### src/rtl/cp0.sv
// Coprocessor-0: SR/Cause/EPC/PRId, interrupt/exception arbitration, mfc0/mtc0/eret support.
// Optional Count/Compare timer enabled by defining CP0_TIMER_EN.
module cp0 #(
    parameter logic [31:0] PRID = 32'h2024_0707
) (
    input  logic        clk,
    input  logic        reset,
    input  logic        en,
    input  logic [4:0]  CP0Add,
    input  logic [31:0] CP0In,
    output logic [31:0] CP0Out,
    input  logic [31:0] VPC,
    input  logic        BDIn,
    input  logic [4:0]  ExcCodeIn,
    input  logic [5:0]  HWInt,
    input  logic        EXLClr,
    output logic [31:0] EPCOut,
    output logic        Req
);

    localparam int unsigned DW = 32;
    localparam int unsigned IW = 6;
    localparam int unsigned EW = 5;

    logic [IW-1:0] im;
    logic          exl;
    logic          ie;
    logic          bd;
    logic [IW-1:0] ip;
    logic [EW-1:0] exccode;
    logic [DW-1:0] epc;

    logic [IW-1:0] hw;
    logic          intreq;
    logic          excreq;
    logic          wr;
    logic          wr_sr;
    logic          wr_epc;
    logic [DW-1:0] epc_base;

    assign wr       = en & ~Req;
    assign wr_sr    = wr & (CP0Add == 5'd12);
    assign wr_epc   = wr & (CP0Add == 5'd14);
    assign epc_base = BDIn ? (VPC - DW'(4)) : VPC;

`ifdef CP0_TIMER_EN
    logic [DW-1:0] count;
    logic [DW-1:0] compare;
    logic          ti;
    logic [DW-1:0] count_inc;
    logic          wr_count;
    logic          wr_compare;

    assign count_inc  = count + DW'(1);
    assign wr_count   = wr & (CP0Add == 5'd9);
    assign wr_compare = wr & (CP0Add == 5'd11);
    assign hw         = {HWInt[5] | ti, HWInt[4:0]};

    // Free-running counter; TI latches on the increment that reaches Compare.
    always_ff @(posedge clk or posedge reset) begin
        if (reset) begin
            count   <= '0;
            compare <= '0;
            ti      <= 1'b0;
        end else begin
            count <= wr_count ? CP0In : count_inc;
            if (wr_compare) begin
                compare <= CP0In;
                ti      <= 1'b0;
            end else if (!wr_count && (count_inc == compare)) begin
                ti <= 1'b1;
            end
        end
    end
`else
    assign hw = HWInt;
`endif

    assign intreq = (|(hw & im)) & ie & ~exl;
    assign excreq = (ExcCodeIn != EW'(0)) & ~exl;
    assign Req    = intreq | excreq;
    assign EPCOut = epc;

    // Architectural state; taking an exception suppresses mtc0 and eret.
    always_ff @(posedge clk or posedge reset) begin
        if (reset) begin
            im      <= '0;
            exl     <= 1'b0;
            ie      <= 1'b0;
            bd      <= 1'b0;
            ip      <= '0;
            exccode <= '0;
            epc     <= '0;
        end else begin
            ip <= hw;
            if (Req) begin
                exl     <= 1'b1;
                bd      <= BDIn;
                exccode <= intreq ? EW'(0) : ExcCodeIn;
                epc     <= {epc_base[DW-1:2], 2'b00};
            end else begin
                if (wr_sr) begin
                    im  <= CP0In[15:10];
                    exl <= CP0In[1];
                    ie  <= CP0In[0];
                end
                if (wr_epc) epc <= CP0In;
                // eret lands after any same-cycle SR write
                if (EXLClr) exl <= 1'b0;
            end
        end
    end

    always_comb begin
        CP0Out = '0;
        case (CP0Add)
            5'd12:   CP0Out = {16'b0, im, 8'b0, exl, ie};
            5'd13:   CP0Out = {bd, 15'b0, ip, 3'b0, exccode, 2'b00};
            5'd14:   CP0Out = epc;
            5'd15:   CP0Out = PRID;
`ifdef CP0_TIMER_EN
            5'd9:    CP0Out = count;
            5'd11:   CP0Out = compare;
`endif
            default: CP0Out = '0;
        endcase
    end

endmodule

### config.mk
export PLATFORM = sky130hd
export DESIGN_NAME = cp0
export DESIGN_NICKNAME = d
export VERILOG_FILES = /design/src/rtl/cp0.sv
export SDC_FILE = /design/constraint.sdc
export NUM_CORES = 1
export LEC_CHECK = 0
export ABC_AREA = 1
export CORE_UTILIZATION = 35
export DETAILED_ROUTE_END_ITERATION = 8
export HOLD_SLACK_MARGIN = 0.02
export PLACE_DENSITY = 0.67
export SLEW_MARGIN = 20
export SYNTH_ARGS = -nofsm -noshare
export SYNTH_HDL_FRONTEND = slang
export SYNTH_SLANG_ARGS = --single-unit
### constraint.sdc
create_clock -name clk -period 4.8 [get_ports clk]
set_clock_uncertainty 0.15 [all_clocks]
set_input_delay 1.44 -clock clk [delete_from_list [all_inputs] [get_ports clk]]
set_output_delay 1.44 -clock clk [all_outputs]
set_load 0.005 [all_outputs]
==> results of run 1 <==
==> state kept, by name, summed over array words and instances, names as in the netlist <==
name / flops
ie: 1
bd: 1
im: 6
ip: 6
exccode: 5
exl: 1
EPCOut: 32
==> cell type report <==
cell class	count	area share (%)
Multi-Input combinational cell	449	36.9
Timing Repair Buffer	156	28.3
Sequential cell	52	23.8
Inverter	83	5.73
Tap cell	136	3.12
Clock buffer	5	1.26
Clock inverter	3	0.780
==> power by group through the flow <==
| stage | combinational, W | clock, W | sequential, W |
|---|---|---|---|
| after floorplan | 0.000642 | 0 | 0.000747 |
| after global placement | 0.00112 | 0 | 0.000762 |
| after detailed placement | 0.00114 | 0 | 0.000769 |
| after CTS | 0.00115 | 0.000307 | 0.000762 |
| after global routing | 0.00128 | 0.000329 | 0.000789 |
| final | 0.00113 | 0.000303 | 0.000762 |
==> kinds of logic (layout without fill, tap and decap cells) <==
logic type               after synthesis  in the layout
AO/OA/AOI/OAI                         53             53
buffers and inverters                 98            247
XOR/XNOR                               6              6
adder cells (fa/ha/maj)                1              1
AND/OR/NAND/NOR                      389            389
flip-flops                            52             52
==> per-stage QoR <==
step / instance area, um^2 / total power (W) / hold slack [ps] / std cells / worst slack (ps)
after floorplan: 3730 / 0.00139 / 321 / 599 / 1020
after global placement: 5340 / 0.00189 / 341 / 876 / 88.3
after detailed placement: 5340 / 0.00191 / 338 / 876 / 59.8
after CTS: 5450 / 0.00222 / 363 / 884 / 53.2
after global routing: 5460 / 0.00240 / 386 / 884 / 7.61
final: 5460 / 0.00220 / 362 / 884 / 111
==> path summary, 6_finish.rpt <==
check	cells after the start	from	end
min in group asynchronous	2	reset	ip[3]
min	2	im[4]	im[4]
max	9	CP0Add[1]	CP0Out[15]
max in group asynchronous	2	reset	bd
max reg2reg	12	im[4]	ie
min reg2reg	2	im[4]	im[4]
==> timing repair <==
action,CTS,global route
hold buffers,0,0
resized for setup,0,5
endpoints found under the setup margin,0,11
==> placed cells by master (no fill, tap or decap), types with 8 or more instances in the layout <==
cell and n:
sky130_fd_sc_hd__clkdlybuf4s50_1 146, sky130_fd_sc_hd__dfrtp_1 52, sky130_fd_sc_hd__nor2_1 74, sky130_fd_sc_hd__buf_4 8, sky130_fd_sc_hd__nand3_1 49, sky130_fd_sc_hd__o211ai_1 8, sky130_fd_sc_hd__nand2_1 239, sky130_fd_sc_hd__o21ai_0 31
sky130_fd_sc_hd__inv_2 8, sky130_fd_sc_hd__inv_1 74
==> per-layer routing <==
layer	track usage, %	wire, um	vias up
li1	-	-	2141
met1	33.0	5930	1913
met2	35.8	5500	150
met3	3.28	702	14
met4	6.24	179	0
met5	0	0	-
==> worst max-delay path, cell delays in order <==
cell                              delay, ps
sky130_fd_sc_hd__clkdlybuf4s50_1        480
sky130_fd_sc_hd__inv_1                   50
sky130_fd_sc_hd__nor2_2                 130
sky130_fd_sc_hd__nand2_2                120
sky130_fd_sc_hd__inv_2                   90
sky130_fd_sc_hd__buf_6                  130
sky130_fd_sc_hd__nand2_1                 50
sky130_fd_sc_hd__o211ai_1                80
sky130_fd_sc_hd__clkdlybuf4s50_1        520
==> results list, run 1 <==
* Number of top-level pins: 150
- Routed Wire Length: 12,300 um
* Port buffer count: 147
- Each instance of the synthesized netlist takes up on average 6.22 um^2.
* Cell area after technology mapping: 3730 um^2
- Synthesis handed over a netlist of 599 instances.
* Total number of vias: 4,218
* Outcome: finished clean
- The min-delay analysis places its worst path in the category reg -> reg.
- Via count of the first global-routing pass: 4,023
- Mean routed wirelength per cell: 13.9 um
- For this design the static power due to leakage is 2.65 nW.
- Endpoints failing hold: 0
* Net Switching: 0.000896 W
- Timing would allow up to 213 MHz.
* Via count normalized by instance count: 4.77
* Routability-driven placement congestion ratio: 0.882
* Post-CTS setup buffer count: 0
- Setup repair after global routing left no endpoint under its margin.
* Sum of negative setup slack: 0 ps
- Ranking of synthesized cells by instance count: sky130_fd_sc_hd__nand2_1, sky130_fd_sc_hd__inv_1, sky130_fd_sc_hd__nor2_1, sky130_fd_sc_hd__dfrtp_1, sky130_fd_sc_hd__nand3_1
- Area share of the leading cell type in the synthesized netlist: 34.9%
* Clock power frac: 13.8%
* Later-pin clock latency in the skew report: 300 ps
- Detailed-routing iteration count for the pre-antenna-repair pass: 5
- By instance count, the leading cell after synthesis is sky130_fd_sc_hd__nand2_1.
* Simple-gate area share of the yosys netlist: 43.8%
- Counting every net in the synthesized netlist gives 685.
- Maximum level of the CTS H-tree: 2
- The synthesized design contains 0 enable-type register cells.
- Antenna violations before repair: 0
* Startpoint type of the worst setup path: input pin
- By area, the combinational part of the netlist is dominated by simple AND/OR/NAND/NOR gates.
- Measured against the total synthesized area, the mux share comes to 0%.
- Horizontal die dimension: 105 um
- The multi-input combinational cells in the finished layout cover a total of 2020 um^2.
- FF-to-FF setup slack: 2290 ps
* Chip Height: 105 um
- Global routing used 22.9% of the available tracks across all layers.
- Final antenna diode count: 0
* Area taken by flip-flops and latches: 1300 um^2
- Final core utilization: 52.9%
- Largest area contributor in the synthesized netlist: sky130_fd_sc_hd__dfrtp_1
- Int Pwr: 0.00130 W
- The final layout contains 833 nets.
- Yosys mapped the design onto 32 distinct sky130hd cell types.
* Pin count of the biggest net entering global routing: 53
* Most used flip-flop cell after synthesis: sky130_fd_sc_hd__dfrtp_1
- The post-route netlist has 6.15% of its cells at a drive strength greater than 1.
* Headroom to the max-slew limit: 39.0%
* Proportion of synthesized flip-flops having asynchronous set or reset: 100%
* Rows: 37
- Of the total power, registers draw 34.6%.
- Clock tree buffer depth: 2
- After legalization and detailed placement, the total HPWL measured 9880 um.
- The clock drives 52 sinks.
- The routed design could run at a clock period as short as 4690 ps.
- Relative to the synthesized area, the layout overhead comes to 46.3%.
* Power per standard cell area: 403 nW/um^2
- In this run the worst path has a maximum fanout of 10.
* Critical Path End Type: output pin
- For the pin with the worst max-slew slack, the measured transition is 915 ps.
- Maximum resistive drop on vdd: 0.176 mV
- Starting Density: 36.1%
* Synth Area in XOR/XNOR: 1.41%
- Clock input transition at the sequential cells of the worst setup and hold paths: 100 ps
* Data arrival time of the worst path: 3100 ps
* Net switching fraction of the power: 40.7%
* Synth Warn #: 0
- Die Area: 11,100 um^2
- In this run the clock root is driven by a sky130_fd_sc_hd__clkbuf_8.
- Seq/Total Area, Yosys: 34.9%
- Overall overflow remaining after global route: 0
- The worst setup path is of the in -> out kind.
- Total clock buffers created by CTS: 5
- Relative contribution of combinational cells to total power: 51.6%
- The number of max-slew violations in the final report came to 0.
- Antenna violation net count after detailed routing: 0
- Final setup violation count: 0
* Required @ worst endpoint: 3210 ps
- For this run, design rule violations remaining after detail routing come to 0.
* Cell types occupying the most area after synthesis: sky130_fd_sc_hd__dfrtp_1, sky130_fd_sc_hd__nand2_1, sky130_fd_sc_hd__inv_1
- Complex-gate fraction of the synthesized area: 8.52%
- The total area inside the core boundary comes to 10,300 um^2.
- TritonCTS built the clock tree.
- Adder and majority gate portion of the synthesized area: 0.336%
- The final critical path takes up 97.7% of the cycle.
- After filler insertion, the fill cell instance count of the layout stands at 1,074.
- Synthesized flop and latch total: 52
- The first global-routing pass estimated 20,300 um of wire.
- Max-cap violations in this run came to 0.
- Violation count after the first detailed-routing iteration: 172
No activity file was read; power rests on OpenSTA's default activity.
==> inputs of run 2 (changes only) <==
--- a/config.mk
+++ b/config.mk
@@ -8,7 +8,7 @@
 export ABC_AREA = 1
 export CORE_UTILIZATION = 35
 export DETAILED_ROUTE_END_ITERATION = 8
-export HOLD_SLACK_MARGIN = 0.02
+export HOLD_SLACK_MARGIN = 0.06
 export PLACE_DENSITY = 0.67
 export SLEW_MARGIN = 20
 export SYNTH_ARGS = -nofsm -noshare
==> results of run 2 <==
The final DEF is identical to that of run 1; final timing and power are the same.
==> inputs of run 3 (changes only) <==
--- a/config.mk
+++ b/config.mk
@@ -7,9 +7,10 @@
 export LEC_CHECK = 0
 export ABC_AREA = 1
 export CORE_UTILIZATION = 35
+export CTS_BUF_LIST = sky130_fd_sc_hd__clkbuf_8
 export DETAILED_ROUTE_END_ITERATION = 8
 export HOLD_SLACK_MARGIN = 0.06
-export PLACE_DENSITY = 0.67
+export PLACE_DENSITY = 0.68
 export SLEW_MARGIN = 20
 export SYNTH_ARGS = -nofsm -noshare
 export SYNTH_HDL_FRONTEND = slang
==> constraint.sdc (replaced) <==
create_clock -name clk -period 4.8 [get_ports clk]
set_clock_uncertainty 0.15 [all_clocks]
set_input_delay 1.44 -clock clk [delete_from_list [all_inputs] [get_ports clk]]
set_output_delay 1.44 -clock clk [all_outputs]
set_load 0.1 [all_outputs]
==> run 3 against run 2 <==
  * Register-to-register slack about the same
  * Via count up 1.5%
  * Sequential cell count unchanged
==> results list, run 3 (synthesis gave the netlist of run 1 again) <==
- Buffers inserted to repair hold after CTS numbered 0.
- Count of placed standard cells in the final layout, fillers left out: 881
* Commonest non-fill, non-tap cells in the layout: sky130_fd_sc_hd__nand2_1, sky130_fd_sc_hd__clkdlybuf4s50_1, sky130_fd_sc_hd__inv_1
- FF-to-FF setup slack: 2280 ps
- Placement Setup Slack: 231 ps
- Final core utilization: 56.0%
- Derived from the worst setup path, the maximum achievable clock frequency is 220 MHz.
* Via count normalized by instance count: 4.86
- Global-route usage over all layers: 23.0%
* Number of cells upsized or downsized after cts: 0
- Worst hold path stage count: 2
- Counting the buffers created by CTS gives 5.
* Final antenna diode count: 0
- Overall overflow remaining after global route: 0
* Rows: 37
- Outcome: finished clean
- Counting cells, the worst reg-to-reg path comes to 11.
* Dominant cell type by count on the critical path: sky130_fd_sc_hd__nand2_1
* Chip Height: 105 um
- The endpoint identified for the worst register-to-register timing path is ie.
* Antenna violation net count after detailed routing: 0
* Pin count of the biggest net entering global routing: 54
- Slowest Stage Delay on Critical Path: 510 ps
- After layout, the worst setup slack is 252 ps.
- The core region is 10,300 um^2.
* Remaining design rule violation count: 0
- Maximum level of the CTS H-tree: 2
- Largest fanout of any net on the critical path: 6
* Wire length of the first global-routing pass: 20,200 um
- The clock passes through at most 2 buffers.
- Routed Wire Length: 12,600 um
- Maxcap violations: 0
* Final standard cell area without fillers: 5780 um^2
- Period utilization: 94.8%
- The count of endpoints failing hold in the final timing report was 0.
- The worst setup path is launched from an input pin.
- In the final routed layout, each cell accounts on average for 14.3 um.
- Total number of vias: 4,280
* Final setup violation count: 0
- The worst pin sits at a relative slew slack of 33.8%.
- Startpoint of the worst register-to-register path: im[0]
- The die is 105 um wide.
* Maximum resistive drop on vdd: 0.386 mV
* Critical Path, Cell by Cell: clkdlybuf4s50_1, nand2_4, nor2_2, nand2_1, inv_1, nand2_1, o211ai_1, buf_12
- Final slew viol count: 0
* Slowest stage cell, crit path: sky130_fd_sc_hd__clkdlybuf4s50_1
- Worst Hold Class: reg -> reg
- The net count of the finished layout is 830.
* Clock root buffer master: sky130_fd_sc_hd__clkbuf_8
- Clock-pin slew was measured on the worst setup and hold paths at 100 ps.
* Post-synthesis to final-layout area growth: 55.0%
* Area of combinational cells with multiple inputs: 2030 um^2
- Summing all flip-flop and latch instances after layout gives 1300 um^2.
- Antenna violations before repair: 0
- The via count of the first global-routing pass is 4,029.
* Later-pin clock latency in the skew report: 310 ps
* Type of the worst setup path: in -> out
- For this design the ratio of total power to cell area is 574 nW/um^2.
- The congestion estimate from routability-driven global placement came to 0.906.
- The register with the most flip-flops in the layout has 32 of them.
* Required @ worst endpoint: 3210 ps
- Post-CTS setup buffer count: 0
- Detailed-routing iteration count for the pre-antenna-repair pass: 5
- Crit path time final: 4550 ps
* Bufs and invs on worst path: 3
* Family with the most delay on the worst path: buffers and inverters
* Standard cell area after detailed placement: 5660 um^2
- Violation count after the first detailed-routing iteration: 306
- The library cell used most frequently in the layout, excluding fill and tap cells, is sky130_fd_sc_hd__nand2_1.
* TritonCTS sink count: 52
- Fill cell count: 989
- The initial utilization of the core area, before any placement, comes to 36.1%.
* Setup repair after global routing missed its margin: no
- Hold Path Sink: im[4]
* Number of top-level pins: 150
- Die Area: 11,100 um^2
- In this run the static leakage power is 2.79 nW.
- Hold path startpoint: im[4]
- Share of layout cells above drive strength 1: 10.3%
* Critical Path End Type: output pin
- TritonCTS clock tree: done
- Data arrives at the worst endpoint at 2960 ps.
- Placed cell count: 873
* Actual transition at the worst max-transition pin: 990 ps
- Port buffer count: 147
- Sum of negative setup slack: 0 ps
- Placed wire-length estimate after detailed placement: 10,000 um
-- run 3: cell count changes in the layout (fill, tap and decap cells not counted), sizes merged --
cell           change
dlymetal6s2s       -1
clkdlybuf4s50     -32
inv                +1
clkinv             -1
buf               +30
-- run 3: worst register-to-register path, cell delays in order (launching register included) --
cell                      delay [ps]
sky130_fd_sc_hd__dfrtp_1         410
sky130_fd_sc_hd__nand2_1          70
sky130_fd_sc_hd__nand2_1          40
sky130_fd_sc_hd__nor2_1           90
sky130_fd_sc_hd__nand2_1         100
sky130_fd_sc_hd__nand3_4         130
sky130_fd_sc_hd__nand2_4          70
sky130_fd_sc_hd__buf_4           300
sky130_fd_sc_hd__inv_2           460
sky130_fd_sc_hd__nand3_2         260
sky130_fd_sc_hd__inv_2           210
sky130_fd_sc_hd__o21ai_0         110
-- run 3: area by class of cell --
class | count | share of cell area [%]
well taps | 136 | 2.94
repair buffers | 153 | 31.9
clock inverters | 3 | 0.801
flip-flops and latches | 52 | 22.5
multi-input cells | 449 | 35.2
inverters | 83 | 5.41
clock buffers | 5 | 1.19
-- run 3: worst max-delay path by stage --
stage                    from          to  slack (ps)  cells after the start
floorplan           CP0Add[0]  CP0Out[31]        -600                      4
global placement    CP0Add[3]  CP0Out[12]         240                      8
detailed placement  CP0Add[3]  CP0Out[12]         230                      8
CTS                 CP0Add[3]  CP0Out[12]         230                      8
global route        CP0Add[3]  CP0Out[12]         160                      8
finish              CP0Add[3]  CP0Out[12]         250                      8
-- run 3: where the power goes --
group	leakage (nW)	switching, W	total (W)	internal (W)
clock	0.0548	0.000159	0.000317	0.000157
combinational	2.10	0.00169	0.00224	0.000554
sequential	0.636	0.000139	0.000764	0.000625
total	2.79	0.00198	0.00332	0.00134
-- run 3: metrics by stage --
| stage | hold slack [ps] | total power (W) |
|---|---|---|
| after floorplan | 321 | 0.00243 |
| after global placement | 341 | 0.00298 |
| after detailed placement | 338 | 0.00301 |
| after CTS | 366 | 0.00333 |
| after global routing | 397 | 0.00349 |
| final | 366 | 0.00332 |
-- run 3: layer usage --
layer	share of wire (%)	up-vias	track usage (%)
met5	0	-	0
met4	1.3	0	6.24
met3	5.7	13	3.15
met2	46	157	37.6
met1	47	1977	31.7
li1	-	2133	-
